### config.mk
export PLATFORM = sky130hd
export DESIGN_NAME = uart_tx
export DESIGN_NICKNAME = d
export VERILOG_FILES = /design/src/rtl/uart_tx.sv
export SDC_FILE = /design/constraint.sdc
export NUM_CORES = 1
export LEC_CHECK = 0
export ABC_AREA = 1
export ABC_CLOCK_PERIOD_IN_PS = 2600
export BUFFER_PORTS_ARGS = -buffer_cell sky130_fd_sc_hd__buf_4
export CORE_MARGIN = 5
export CORE_UTILIZATION = 60
export CTS_CLUSTER_SIZE = 28
export DETAILED_ROUTE_END_ITERATION = 10
export PLACE_DENSITY = 0.93
export SLEW_MARGIN = 20
export SYNTH_ARGS = -nofsm -noshare
export SYNTH_HDL_FRONTEND = slang
export SYNTH_SLANG_ARGS = --single-unit
### constraint.sdc
create_clock -name clk -period 2.6 [get_ports clk]
set_clock_uncertainty 0.05 [all_clocks]
set_input_delay 0.13 -clock clk [delete_from_list [all_inputs] [get_ports clk]]
set_output_delay 0.13 -clock clk [all_outputs]
set_load 0.05 [all_outputs]
### src/rtl/uart_tx.sv
// UART transmitter: accepts a W_IN-bit word through a valid/ready handshake and
// sends it as NUM_WORDS back-to-back 8N1-style frames, least-significant frame first.
module uart_tx #(
    parameter int CLOCKS_PER_PULSE = 4,
    parameter int BITS_PER_WORD    = 8,
    parameter int W_IN             = 16
) (
    input  logic            clk,
    input  logic            rstn,
    input  logic            s_valid,
    output logic            s_ready,
    input  logic [W_IN-1:0] s_data,
    output logic            tx,
    output logic            busy
);

    localparam int NUM_WORDS = W_IN / BITS_PER_WORD;
    localparam int PCNT_W    = (CLOCKS_PER_PULSE > 1) ? $clog2(CLOCKS_PER_PULSE) : 1;
    localparam int BCNT_W    = (BITS_PER_WORD > 1) ? $clog2(BITS_PER_WORD) : 1;
    localparam int WCNT_W    = (NUM_WORDS > 1) ? $clog2(NUM_WORDS) : 1;

    localparam logic [PCNT_W-1:0] PCNT_LAST = PCNT_W'(CLOCKS_PER_PULSE - 1);
    localparam logic [BCNT_W-1:0] BCNT_LAST = BCNT_W'(BITS_PER_WORD - 1);
    localparam logic [WCNT_W-1:0] WCNT_LAST = WCNT_W'(NUM_WORDS - 1);

    typedef enum logic [1:0] {
        IDLE,
        START,
        DATA,
        END
    } state_t;

    state_t            state;
    logic [PCNT_W-1:0] pcnt;
    logic [BCNT_W-1:0] bcnt;
    logic [WCNT_W-1:0] wcnt;
    logic [W_IN-1:0]   shreg;
    logic [W_IN-1:0]   shreg_next;
    logic              pulse_done;

    assign shreg_next = shreg >> 1;
    assign pulse_done = (pcnt == PCNT_LAST);

    // tx is loaded one cycle ahead of each state change so the line never glitches
    always_ff @(posedge clk or negedge rstn) begin
        if (!rstn) begin
            state   <= IDLE;
            pcnt    <= '0;
            bcnt    <= '0;
            wcnt    <= '0;
            shreg   <= '0;
            tx      <= 1'b1;
            s_ready <= 1'b0;
            busy    <= 1'b0;
        end else begin
            case (state)
                IDLE: begin
                    pcnt    <= '0;
                    bcnt    <= '0;
                    wcnt    <= '0;
                    tx      <= 1'b1;
                    s_ready <= 1'b1;
                    busy    <= 1'b0;
                    if (s_valid && s_ready) begin
                        shreg   <= s_data;
                        state   <= START;
                        tx      <= 1'b0;
                        s_ready <= 1'b0;
                        busy    <= 1'b1;
                    end
                end
                START: begin
                    if (pulse_done) begin
                        pcnt  <= '0;
                        state <= DATA;
                        tx    <= shreg[0];
                    end else begin
                        pcnt <= pcnt + 1'b1;
                    end
                end
                DATA: begin
                    if (pulse_done) begin
                        pcnt  <= '0;
                        shreg <= shreg_next;
                        if (bcnt == BCNT_LAST) begin
                            bcnt  <= '0;
                            state <= END;
                            tx    <= 1'b1;
                        end else begin
                            bcnt <= bcnt + 1'b1;
                            tx   <= shreg_next[0];
                        end
                    end else begin
                        pcnt <= pcnt + 1'b1;
                    end
                end
                END: begin
                    if (pulse_done) begin
                        pcnt <= '0;
                        // Remaining frames of the same word follow with no idle gap
                        if (wcnt < WCNT_LAST) begin
                            wcnt  <= wcnt + 1'b1;
                            state <= START;
                            tx    <= 1'b0;
                        end else begin
                            wcnt    <= '0;
                            state   <= IDLE;
                            s_ready <= 1'b1;
                            busy    <= 1'b0;
                        end
                    end else begin
                        pcnt <= pcnt + 1'b1;
                    end
                end
                default: begin
                    state <= IDLE;
                end
            endcase
        end
    end

endmodule

**After elaboration in Yosys (flattened, before gate mapping)**

Cells that the tools add are included.

- Bits in registers: 27
- Latch bits: 0
- Bits in writable memories: 0
- Bits in read-only memories: 0
- Input bits: 19
- Output and inout port bits: 3
- Word-level logic and storage cells: 67
- Memories kept: 0

- $add $sub $neg: 3
- Multiply operators: 0
- Divide/modulo/power cells: 0
- Order comparisons: 1
- Eq/ne operators: 12
- Shift operators: 0
- Muxes and demuxes: 32
- Bitwise gates (word level): 0
- Reduce and logical (&&, ||, !) cells: 11

Operators by type and width:

| kind | number |
|---|---|
| $mux W16 | 2 |
| $pmux W16 S2 | 1 |
| $mux W1 | 14 |
| $ne A2 B2 Y1 const B | 7 |
| $mux W2 | 6 |
| $pmux W2 S4 | 1 |
| $eq A2 B2 Y1 const B | 3 |
| $mux W3 | 2 |
| $pmux W1 S2 | 3 |
| $pmux W3 S2 | 1 |
| $reduce_and A3 Y1 | 2 |
| $reduce_and A5 Y1 | 1 |
| $pmux W1 S4 | 1 |
| $pmux W2 S2 | 1 |
| $reduce_and A2 Y1 | 2 |
| $reduce_and A4 Y1 | 1 |
| $reduce_bool A2 Y1 | 2 |
| $add A3 B1 Y3 const B | 1 |
| $eq A3 B3 Y1 const B | 1 |
| $reduce_or A3 Y1 | 1 |
| $add A2 B1 Y2 const B | 1 |
| $eq A2 B1 Y1 const B | 1 |
| $logic_not A2 Y1 | 1 |
| $add A1 B1 Y1 const B | 1 |
| 2 further kinds | 2 |

**Longest topological paths before layout**

Gate-level depths: netlist of run 1.

- Word-level depth: 4
- Depth in mapped cells: 9
- Mapped depth without buffers: 8

**Worst setup path before layout of run 1**

OpenSTA, ideal clock, no wires.

- Kind: flip-flop to flip-flop
- Start point: register state[0]
- End point: register shreg[4]
- Setup time: 123 ps
- Arrival time: 1335 ps
- Data required time: 2427 ps
- Setup slack: 1092 ps
- Cell stages (with the launch flop): 7
- Buffers on the path: 1
- Period minus slack after synthesis: 1508 ps
- Path through: dfrtp_1 > inv_1 > ha_1 > buf_2 > or2_2 > o21ai_0 > o21ai_2

- Word-level cells in the longest chain between the ends: 3
- Elaborated cells between the ends (all ways): 7
- Classes of those cells: 3 x eq/ne; 1 x mux; 3 x reduce/logical

Ends and longest elaborated chain:

| element | line | text |
|---|---|---|
| start: declaration | 33 | `state_t state;` |
| start signal: assignment | 47 | `state <= IDLE;` |
| start signal: assignment | 66 | `state <= START;` |
| start signal: assignment | 75 | `state <= DATA;` |
| $eq A2 B2 Y1 or $logic_not A2 Y1 (tied branches) | 56 | `case (state)` |
| $ne A2 B2 Y1 (no line) or $reduce_bool A2 Y1 (tied branches) | n/a |  |
| $reduce_and A3 Y1 (no line) | n/a |  |
| end signal: assignment | 65 | `shreg <= s_data;` |
| end signal: assignment | 84 | `shreg <= shreg_next;` |
| end: declaration | 37 | `logic [W_IN-1:0] shreg;` |

Several ways; a longest one is shown, not always the timed one.
A chain may end at the register's enable or synchronous reset.

**Worst setup path in the final report of run 1**

- Start point: register state[0]
- End point: register shreg[2]

Same word-level chain as after synthesis.

==> results.txt, run 1 <==
----------------------------------------------------
[Run status]
  Status ... finished clean

[Power and ir drop]
  Leakage power total ... 0.850 nW
  Largest vdd supply drop ... 0.989 mV
  Pwr/cell area ... 1200 nW/um^2
  Post-layout power ... 2.01 mW

[Cells and area]
  Commonest cells after routing, fill and taps aside ... sky130_fd_sc_hd__nand2_1 (45), sky130_fd_sc_hd__dfrtp_1 (26), sky130_fd_sc_hd__buf_4 (22), sky130_fd_sc_hd__o21ai_0 (20), sky130_fd_sc_hd__or2_2 (15)
  Number of fill cells ... 179
  Final Non-Filler Cells ... 221
  Ratio of cells with drive above 1 in the final layout ... 0.293
  Most common cell after layout, fill and taps aside ... sky130_fd_sc_hd__nand2_1
  Final Net Count ... 219
  Layout area overhead ... 13.7%
  Diodes inserted ... 0

[Critical path]
  Top fanout value on the critical path ... 32
  Critical path class ... reg2reg
  Endpoint of the lowest-slack register-to-register path ... shreg[2]
  Critical path arrival ... 2.17 ns
  Data required time of the worst path ... 2.76 ns
  Worst reg-to-reg path cell count ... 7
  Reg-to-reg setup timing slack ... 0.59 ns
  Category of the worst setup path launch point ... flip-flop
  Sort of element at the end of the critical path ... flip-flop
  R2r startpoint ... state[0]

[Worst hold path]
  Type of the tightest min-delay check ... in2reg
  Worst hold path startpoint ... s_data[0]
  Hold-critical path depth ... 3
  Sink of the worst hold path ... shreg[0]

[Timing]
  Final max-slew violation count ... 0
  Slew at the pin with the worst max-slew slack ... 0.486 ns
  Setup repair after global routing missed its margin ... false
  Final Hold Vio Count ... 0
  Timing-limited maximum frequency ... 498 MHz
  Final total negative setup slack ... 0 ns
  Minimum clock period after layout ... 2.01 ns
  Slew margin rel. ... 0.676
  Setup violators final ... 0
  Tcrit/Tclk final ... 0.773

[Placement]
  DPL Wire Length ... 2060 um
  # placed instances ... 215
  GPL Wtd Cong ... 0.847
  Count of buffers from port buffering ... 21

[Floorplanning]
  Overall die height ... 59.6 um
  Number of rows in the core area ... 18
  Count of boundary I/O pins ... 22
  Starting density of the core ... 0.614
  Chip Width ... 59.6 um
  Die Area ... 3560 um^2
  CORE AREA ... 2410 um^2

[Clocking]
  TritonCTS Sinks ... 27
  Clock root buffer ... sky130_fd_sc_hd__clkbuf_4
  H-tree Lvls ... 1
  Largest buffer count on any clock path ... 2
  Clock latency of the later-clocked register in the worst-skew pair ... 0.32 ns
  Setup Buffers After CTS ... 0
  Clock tree from TritonCTS ... done
  Clock input transition at the sequential cells of the worst setup and hold paths ... 0.14 ns
  Num CTS Buffers ... 3

[Detailed routing]
  Mean number of vias per cell ... 5.33
  WL per Instance ... 12.5 um
  Total iterations of the first detailed-routing run ... 4
  Via count ... 1179
  Number of nets with antenna violations after detailed routing ... 0
  Routed wire length ... 2770 um
  Count of unresolved DRC violations after routing ... 0
  Violation count after the first detailed-routing iteration ... 34

[Yosys]
  Post-synthesis area per instance ... 8.75 um^2
  Area leader, netlist ... sky130_fd_sc_hd__dfrtp_1
  Total number of yosys warnings ... 0
  Portion of the post-synthesis area used by sequential elements ... 0.458
  Cell count after synthesis ... 169
  Main area contributors after synthesis ... sky130_fd_sc_hd__dfrtp_1 (44%), sky130_fd_sc_hd__nand2_1 (11%), sky130_fd_sc_hd__ha_1 (6.8%)
  Net Count, Synth ... 196
  Area share of the largest cell type after synthesis ... 0.440
  Distinct cells, synth ... 23
  Number of synthesized register bits ... 27
  Syn Std Cell Area ... 1480 um^2

[Flow run]
  Max capacitance violation total ... 0

[Global route]
  Combined global-route utilization of all metal layers ... 0.176
  Global-route wire length before repair ... 4820 um
  Initial antenna violation count ... 0
  Via count of the first global-routing pass ... 1142
  Remaining Overflow, GRT ... 0
  Largest net degree at the start of global routing ... 33

----------------------------------------------------
kinds of logic after synthesis:
logic type | Yosys count | share of synthesized area
and+or+nand+nor | 72 | 0.219
AOI/OAI and AO/OA | 44 | 0.193
buffers and inverters | 18 | 0.0626
adders and majority gates | 8 | 0.0677
DFF | 27 | 0.458
registers in the layout, summed over array words and instances (netlist names):
| register | flops |
|---|---|
| tx | 1 |
| shreg | 16 |
| state | 2 |
| busy | 1 |
| wcnt | 1 |
| bcnt | 3 |
| pcnt | 2 |
| s_ready | 1 |
routing by layer:
layer | vias up | wire length, um | global-route usage
li1 | 594 | - | -
met1 | 560 | 1260 | 0.226
met2 | 21 | 1380 | 0.304
met3 | 4 | 106 | 0.0283
met4 | 0 | 28 | 0.0475
met5 | - | 0 | 0
worst max-delay path, stage by stage (launching register included):
cell and delay (ns):
sky130_fd_sc_hd__dfrtp_1 0.43, sky130_fd_sc_hd__inv_1 0.16, sky130_fd_sc_hd__ha_1 0.49, sky130_fd_sc_hd__nand2_1 0.17, sky130_fd_sc_hd__o21ai_4 0.13, sky130_fd_sc_hd__nand2_4 0.25
sky130_fd_sc_hd__nand2_1 0.15, sky130_fd_sc_hd__o21ai_2 0.06
where the power goes:
| part | leakage (nW) | total (mW) | internal [mW] | switching [mW] |
|---|---|---|---|---|
| clock | 0.0177 | 0.178 | 0.0576 | 0.120 |
| combinational | 0.494 | 1.11 | 0.407 | 0.706 |
| sequential | 0.338 | 0.722 | 0.617 | 0.105 |
cells in the mapped netlist (all sizes together):
cell type and number:
a21boi 1, nand3 6, buf 4, nor2 4, a21oi 2, inv 12, dfstp 1, clkbuf 2
ha 8, nor3 1, or2 15, nand2 46, o21a 2, o21bai 2, dfrtp 26, o21ai 37
worst max path at each step:
stage	startpoint	endpoint	slack [ns]	cells past startpoint
after floorplan	state[0]	shreg[4]	1.09	6
after global placement	state[0]	shreg[1]	0.75	7
after detailed placement	state[0]	shreg[6]	0.63	7
after CTS	state[0]	shreg[2]	0.59	7
after global routing	state[0]	shreg[4]	0.38	7
final	state[0]	shreg[2]	0.59	7
through the flow:
stage          setup WS, ns   util  hold WS [ns]  area (um^2)
4_1_cts               0.592  0.694       0.00895         1670
2_1_floorplan          1.09      -        -0.216         1480
3_5_place_dp          0.632  0.678        0.0124         1630
3_3_place_gp          0.750  0.678       0.00333         1630
5_1_grt               0.379  0.698        0.0728         1680
6_report              0.591  0.698        0.0617         1680
cell type report:
class / instances / area (um^2) / area share
Clock buffer: 3 / 22.5 / 0.0134
Clock inverter: 1 / 5.00 / 0.00298
Inverter: 12 / 45.0 / 0.0268
Multi-Input combinational cell: 124 / 709 / 0.422
Sequential cell: 27 / 677 / 0.403
Tap cell: 30 / 37.5 / 0.0223
Timing Repair Buffer: 24 / 185 / 0.110
repair_timing:
item | CTS | global route
endpoints found under the hold margin | 27 | 1
hold buffers | 1 | 1
endpoints found under the setup margin | 0 | 0
resized for setup | 0 | 0
No activity file was read; power rests on OpenSTA's default activity.
==> run 2: changes to the inputs <==
- ABC_AREA: 1 -> 0
- ABC_CLOCK_PERIOD_IN_PS: 2600 -> 1900
- CORE_UTILIZATION: 60 -> 56
- PLACE_DENSITY: 0.93 -> 0.88
- clock period: 2.6 -> 1.9 ns (I/O delays scaled with it)
==> results.txt, run 2 <==
----------------------------------------------------
[Cells and area]
  Max reg flops ... 16
  Layout area overhead ... 22.9%
  Total area of multi-input combinational cells ... 806 um^2
  Area used by sequential logic in the layout ... 678 um^2
  Diodes inserted ... 0
  Most flop-heavy register ... shreg
  Ratio of cells with drive above 1 in the final layout ... 0.530
  Most common cell after layout, fill and taps aside ... sky130_fd_sc_hd__buf_4
  Registers with the most flip-flops ... shreg (16), bcnt (3)
  Final Non-Filler Cells ... 179
  Commonest cells after routing, fill and taps aside ... sky130_fd_sc_hd__buf_4 (29), sky130_fd_sc_hd__dfrtp_1 (25), sky130_fd_sc_hd__mux2_2 (23), sky130_fd_sc_hd__mux2_4 (10)
  Final Util ... 0.738
  Number of fill cells ... 171
  Final Net Count ... 177

[Critical path]
  Critical path buffers and inverters ... 1
  Crit path largest cell delay ... 0.49 ns
  Cell with the largest stage delay on the worst path ... sky130_fd_sc_hd__dfrtp_2
  Data required time of the worst path ... 2.08 ns
  Category of the worst setup path launch point ... flip-flop
  Top fanout value on the critical path ... 9
  Cell-by-cell trace of the critical path ... buf_4 -> ha_1 -> nor3_1 -> o211ai_1 -> mux2_2
  Sort of element at the end of the critical path ... flip-flop
  Critical path class ... reg2reg
  CP delay by family, top ... flip-flops
  Critical path arrival ... 2.05 ns

[Timing]
  Timing-limited maximum frequency ... 534 MHz
  Fin Hold WS ... 0.0673 ns
  Final Hold Vio Count ... 0
  Setup violators final ... 0
  Minimum clock period after layout ... 1.87 ns
  Slew margin rel. ... 0.763
  Setup repair after global routing missed its margin ... true
  Slew at the pin with the worst max-slew slack ... 0.353 ns
  Smallest setup slack after layout ... 0.0280 ns
  Tcrit/Tclk final ... 0.985
  Final max-slew violation count ... 0

[Yosys]
  Net Count, Synth ... 144
  Share of synthesized registers carrying an async set or reset ... 1.00
  Area leader, netlist ... sky130_fd_sc_hd__dfrtp_1
  Most frequent cell after synthesis ... sky130_fd_sc_hd__dfrtp_1
  Portion of the post-synthesis area used by sequential elements ... 0.447
  Main area contributors after synthesis ... sky130_fd_sc_hd__dfrtp_1 (43%), sky130_fd_sc_hd__mux2_2 (17%), sky130_fd_sc_hd__mux2_4 (9.9%)
  Area share of the largest cell type after synthesis ... 0.429
  Most used flip-flop cell after synthesis ... sky130_fd_sc_hd__dfrtp_1
  Distinct cells, synth ... 34
  Post-synth top cells ... sky130_fd_sc_hd__dfrtp_1 (26), sky130_fd_sc_hd__mux2_2 (23), sky130_fd_sc_hd__mux2_4 (10), sky130_fd_sc_hd__ha_1 (8), sky130_fd_sc_hd__o21ai_0 (6)
  Cell count after synthesis ... 117
  Number of synthesized register bits ... 27
  Syn Std Cell Area ... 1520 um^2
  Total number of yosys warnings ... 0
  Number of synthesized flops with an enable pin ... 0
  Post-synthesis area per instance ... 13.0 um^2

[Detailed routing]
  Violation count after the first detailed-routing iteration ... 48
  Total iterations of the first detailed-routing run ... 4
  Mean number of vias per cell ... 5.75
  Routed wire length ... 2940 um
  Number of nets with antenna violations after detailed routing ... 0
  Count of unresolved DRC violations after routing ... 0
  Via count ... 1030
  WL per Instance ... 16.4 um

[Clocking]
  TritonCTS Sinks ... 27
  H-tree Lvls ... 1
  Clock latency of the later-clocked register in the worst-skew pair ... 0.32 ns
  Clock root buffer ... sky130_fd_sc_hd__clkbuf_4
  Num CTS Buffers ... 3
  Clock input transition at the sequential cells of the worst setup and hold paths ... 0.14 ns
  Clock tree from TritonCTS ... done
  Largest buffer count on any clock path ... 2

[Flow run]
  Max capacitance violation total ... 0

[Power and ir drop]
  Post-layout power ... 0.909 mW
  Leakage power total ... 0.853 nW
  Largest vdd supply drop ... 0.549 mV
  Pwr/cell area ... 488 nW/um^2

[Worst hold path]
  Type of the tightest min-delay check ... in2reg

[Placement]
  Count of buffers from port buffering ... 21
  GPL Wtd Cong ... 0.799
  # placed instances ... 168
  Setup Slack @ Placement ... 0.00702 ns
  DPL Wire Length ... 2060 um

[Run status]
  Status ... finished clean

[Floorplanning]
  Die Area ... 3850 um^2
  Number of rows in the core area ... 18
  CORE AREA ... 2520 um^2
  Starting density of the core ... 0.601
  Overall die height ... 62.0 um
  Chip Width ... 62.0 um
  Count of boundary I/O pins ... 22

[Global route]
  Remaining Overflow, GRT ... 0
  Global-route wire length before repair ... 5080 um
  Combined global-route utilization of all metal layers ... 0.184
  Initial antenna violation count ... 0
  Via count of the first global-routing pass ... 1156
  Largest net degree at the start of global routing ... 28

----------------------------------------------------
[run 2: cell count changes after synthesis, moves of 3 or more]
cell,change
sky130_fd_sc_hd__nor2_1,-3
sky130_fd_sc_hd__inv_1,-7
sky130_fd_sc_hd__mux2_4,+10
sky130_fd_sc_hd__nand2_1,-40
sky130_fd_sc_hd__o21ai_0,-14
sky130_fd_sc_hd__or2_2,-14
sky130_fd_sc_hd__buf_6,-3
sky130_fd_sc_hd__o21ai_1,-5
sky130_fd_sc_hd__o21ai_2,-11
sky130_fd_sc_hd__nand3_1,-6
sky130_fd_sc_hd__mux2_2,+23
[run 2: cell families after synthesis]
logic type      synth area share
mux                        0.283
flops                      0.447
buf+inv                   0.0396
compound gates             0.106
xor+xnor                 0.00578
fa+ha+maj                 0.0661
simple gates              0.0529
[run 2: area by class of cell]
cell class | count | area share
flip-flops and latches | 27 | 0.364
clock buffers | 4 | 0.0141
repair buffers | 33 | 0.156
inverters | 5 | 0.0128
well taps | 30 | 0.0202
multi-input cells | 80 | 0.433
[run 2: timing repair]
action	CTS	global route
resized for setup	1	7
setup endpoints to repair	6	17
pin swaps	1	2
hold endpoints to repair	28	0
hold buffers	2	0
buffers inserted	3	2
gates cloned	1	0
[run 2: worst reg2reg max path, delay by kind of cell, from the launching register on]
family | cells | cell delay (ns)
adder cells (fa/ha/maj) | 1 | 0.28
multiplexers | 1 | 0.30
buffers and inverters | 1 | 0.15
AND/OR/NAND/NOR | 1 | 0.33
AO/OA/AOI/OAI | 1 | 0.18
flip-flops | 1 | 0.49
[run 2: through the flow]
| step | setup TNS, ns | area, um^2 |
|---|---|---|
| 6_report | 0 | 1860 |
| 4_1_cts | 0 | 1840 |
| 3_3_place_gp | 0 | 1740 |
| 2_1_floorplan | 0 | 1520 |
| 5_1_grt | -0.0977 | 1860 |
| 3_5_place_dp | 0 | 1740 |
[run 2: power breakdown]
group	switching [mW]	total [mW]	internal [mW]
clock	0.168	0.250	0.0823
sequential	0.00516	0.589	0.584
combinational	0.0263	0.0695	0.0432
[run 2: routing by layer]
metal | vias up | global-route usage | wire, um
met5 | - | 0 | 0
met4 | 0 | 0.0818 | 78
met3 | 8 | 0.0413 | 115
met2 | 22 | 0.328 | 1460
met1 | 512 | 0.207 | 1280
li1 | 488 | - | -
[run 2: final timing paths]
path,cells after the start,start,endpoint,slack (ns)
min reg2reg,1,pcnt[0],pcnt[0],0.40
max,5,state[1],state[1],0.03
max reg2reg,5,state[1],state[1],0.03
min,3,s_data[15],shreg[15],0.07
min in group asynchronous,2,rstn,state[0],0.15
max in group asynchronous,2,rstn,tx,1.35
==> run 3: changes to the inputs <==
--- a/config.mk
+++ b/config.mk
@@ -15,2 +15,4 @@
 export PLACE_DENSITY = 0.88
+export RECOVER_POWER = 100
+export SETUP_SLACK_MARGIN = 0.1
 export SLEW_MARGIN = 20
--- a/constraint.sdc
+++ b/constraint.sdc
@@ -4,2 +4,2 @@
 set_output_delay 0.095 -clock clk [all_outputs]
-set_load 0.05 [all_outputs]
+set_load 0.1 [all_outputs]
==> results.txt, run 3 (same netlist as run 2, synthesis figures left out) <==
----------------------------------------------------
[Timing]
  Minimum clock period after layout ... 1.84 ns
  Setup violators final ... 0
  Final total negative setup slack ... 0 ns
  Setup repair after global routing missed its margin ... true
  Final Hold Vio Count ... 0
  Slew at the pin with the worst max-slew slack ... 0.545 ns
  Timing-limited maximum frequency ... 545 MHz
  Smallest setup slack after layout ... 0.0648 ns
  Final max-slew violation count ... 0
  Tcrit/Tclk final ... 0.966
  Slew margin rel. ... 0.638

[Global route]
  Initial antenna violation count ... 0
  Largest net degree at the start of global routing ... 28
  Remaining Overflow, GRT ... 0
  Combined global-route utilization of all metal layers ... 0.194
  Global-route wire length before repair ... 5440 um
  Via count of the first global-routing pass ... 1164

[Cells and area]
  Final Net Count ... 186
  Final Util ... 0.764
  Number of fill cells ... 153
  Commonest cells after routing, fill and taps aside ... sky130_fd_sc_hd__buf_4 (29), sky130_fd_sc_hd__dfrtp_1 (24), sky130_fd_sc_hd__mux2_2 (21), sky130_fd_sc_hd__mux2_4 (8)
  Ratio of cells with drive above 1 in the final layout ... 0.544
  Most common cell after layout, fill and taps aside ... sky130_fd_sc_hd__buf_4
  Layout area overhead ... 27.3%
  Diodes inserted ... 0
  Max reg flops ... 16
  Post-layout instance area ... 1930 um^2
  Most flop-heavy register ... shreg
  Registers with the most flip-flops ... shreg (16), bcnt (3)

[Critical path]
  Critical path arrival ... 2.01 ns
  Worst reg-to-reg path cell count ... 7
  Crit path largest cell delay ... 0.44 ns
  Endpoint of the lowest-slack register-to-register path ... shreg[15]
  Category of the worst setup path launch point ... flip-flop
  Cell-by-cell trace of the critical path ... inv_2 -> ha_4 -> nor2_2 -> a211oi_4 -> buf_6 -> buf_16 -> mux2_1
  Reg-to-reg setup timing slack ... 0.06 ns
  Cell with the largest stage delay on the worst path ... sky130_fd_sc_hd__dfrtp_1
  CP delay by family, top ... flip-flops
  Critical path buffers and inverters ... 3
  Critical Path Stages ... 7
  Sort of element at the end of the critical path ... flip-flop
  Critical path class ... reg2reg
  Data required time of the worst path ... 2.08 ns
  R2r startpoint ... state[0]
  Top fanout value on the critical path ... 8

[Detailed routing]
  Count of unresolved DRC violations after routing ... 0
  Mean number of vias per cell ... 6.04
  Total iterations of the first detailed-routing run ... 4
  Routed wire length ... 3650 um
  WL per Instance ... 19.4 um
  Violation count after the first detailed-routing iteration ... 45
  Number of nets with antenna violations after detailed routing ... 0
  Via count ... 1135

[Clocking]
  H-tree Lvls ... 1
  Clock root buffer ... sky130_fd_sc_hd__clkbuf_4
  TritonCTS Sinks ... 27
  Clock input transition at the sequential cells of the worst setup and hold paths ... 0.15 ns
  Clock tree from TritonCTS ... done
  Largest buffer count on any clock path ... 2
  Clock latency of the later-clocked register in the worst-skew pair ... 0.33 ns
  Num CTS Buffers ... 3

[Worst hold path]
  Type of the tightest min-delay check ... in2reg
  Sink of the worst hold path ... shreg[2]
  Hold-critical path depth ... 3
  Worst hold path startpoint ... s_data[2]

[Placement]
  Count of buffers from port buffering ... 21
  DPL Wire Length ... 2040 um
  GPL Wtd Cong ... 0.696
  Setup Slack @ Placement ... 0.0720 ns
  Placed Area ... 1740 um^2

[Power and ir drop]
  Leakage power total ... 0.882 nW
  Largest vdd supply drop ... 0.406 mV
  Pwr/cell area ... 476 nW/um^2

[Run status]
  Status ... finished clean

[Floorplanning]
  Number of rows in the core area ... 18
  Die Area ... 3850 um^2
  CORE AREA ... 2520 um^2
  Count of boundary I/O pins ... 22
  Starting density of the core ... 0.601
  Chip Width ... 62.0 um
  Overall die height ... 62.0 um

[Flow run]
  Max capacitance violation total ... 0

----------------------------------------------------
==> run 3: cell type report <==
| cell class | count | area [um^2] | area share |
|---|---|---|---|
| Sequential cell | 27 | 682 | 0.354 |
| Tap cell | 30 | 37.5 | 0.0195 |
| Clock inverter | 1 | 7.51 | 0.00389 |
| Clock buffer | 3 | 22.5 | 0.0117 |
| Timing Repair Buffer | 42 | 349 | 0.181 |
| Inverter | 5 | 18.8 | 0.00973 |
| Multi-Input combinational cell | 80 | 811 | 0.421 |
==> run 3: per-stage QoR <==
| stage | power (mW) | hold slack, ns | std cells |
|---|---|---|---|
| 6_report | 0.918 | 0.0649 | 188 |
| 5_1_grt | 0.959 | 0.0456 | 188 |
| 4_1_cts | 0.928 | 0.0549 | 182 |
| 3_5_place_dp | 0.673 | -0.0245 | 166 |
| 3_3_place_gp | 0.670 | -0.0337 | 166 |
| 2_1_floorplan | 0.626 | -0.251 | 117 |
==> run 3: worst max path at each step <==
stage	start	to	slack (ns)
floorplan	state[1]	shreg[0]	0.09
global placement	state[0]	shreg[8]	0.14
finish	state[0]	shreg[15]	0.06
global route	state[0]	busy	0.02
detailed placement	state[0]	shreg[11]	0.07
CTS	state[0]	state[1]	0.09
==> run 3: worst min-delay path, cell delays in order <==
cell and delay, ns:
sky130_fd_sc_hd__buf_4 0.08, sky130_fd_sc_hd__mux2_2 0.13, sky130_fd_sc_hd__mux2_1 0.12
==> run 3: routing by layer <==
layer	wire, um	vias to the layer above	GRT usage
met1	1510	574	0.242
met5	0	-	0
met2	1850	48	0.328
met3	166	14	0.0372
li1	-	499	-
met4	121	0	0.0818
==> run 3: where the power goes <==
part,total (mW),switching (mW),internal [mW]
clock network,0.256,0.175,0.0805
logic,0.0724,0.0322,0.0401
registers,0.590,0.00580,0.584
total,0.918,0.213,0.705
==> run 3: what timing repair did <==
action,CTS,global route
hold buffers,2,0
cloned,1,0
setup buffers,9,6
endpoints found under the setup margin,16,17
gates resized for setup,4,5
hold endpoints to repair,28,0
pin swaps,2,3
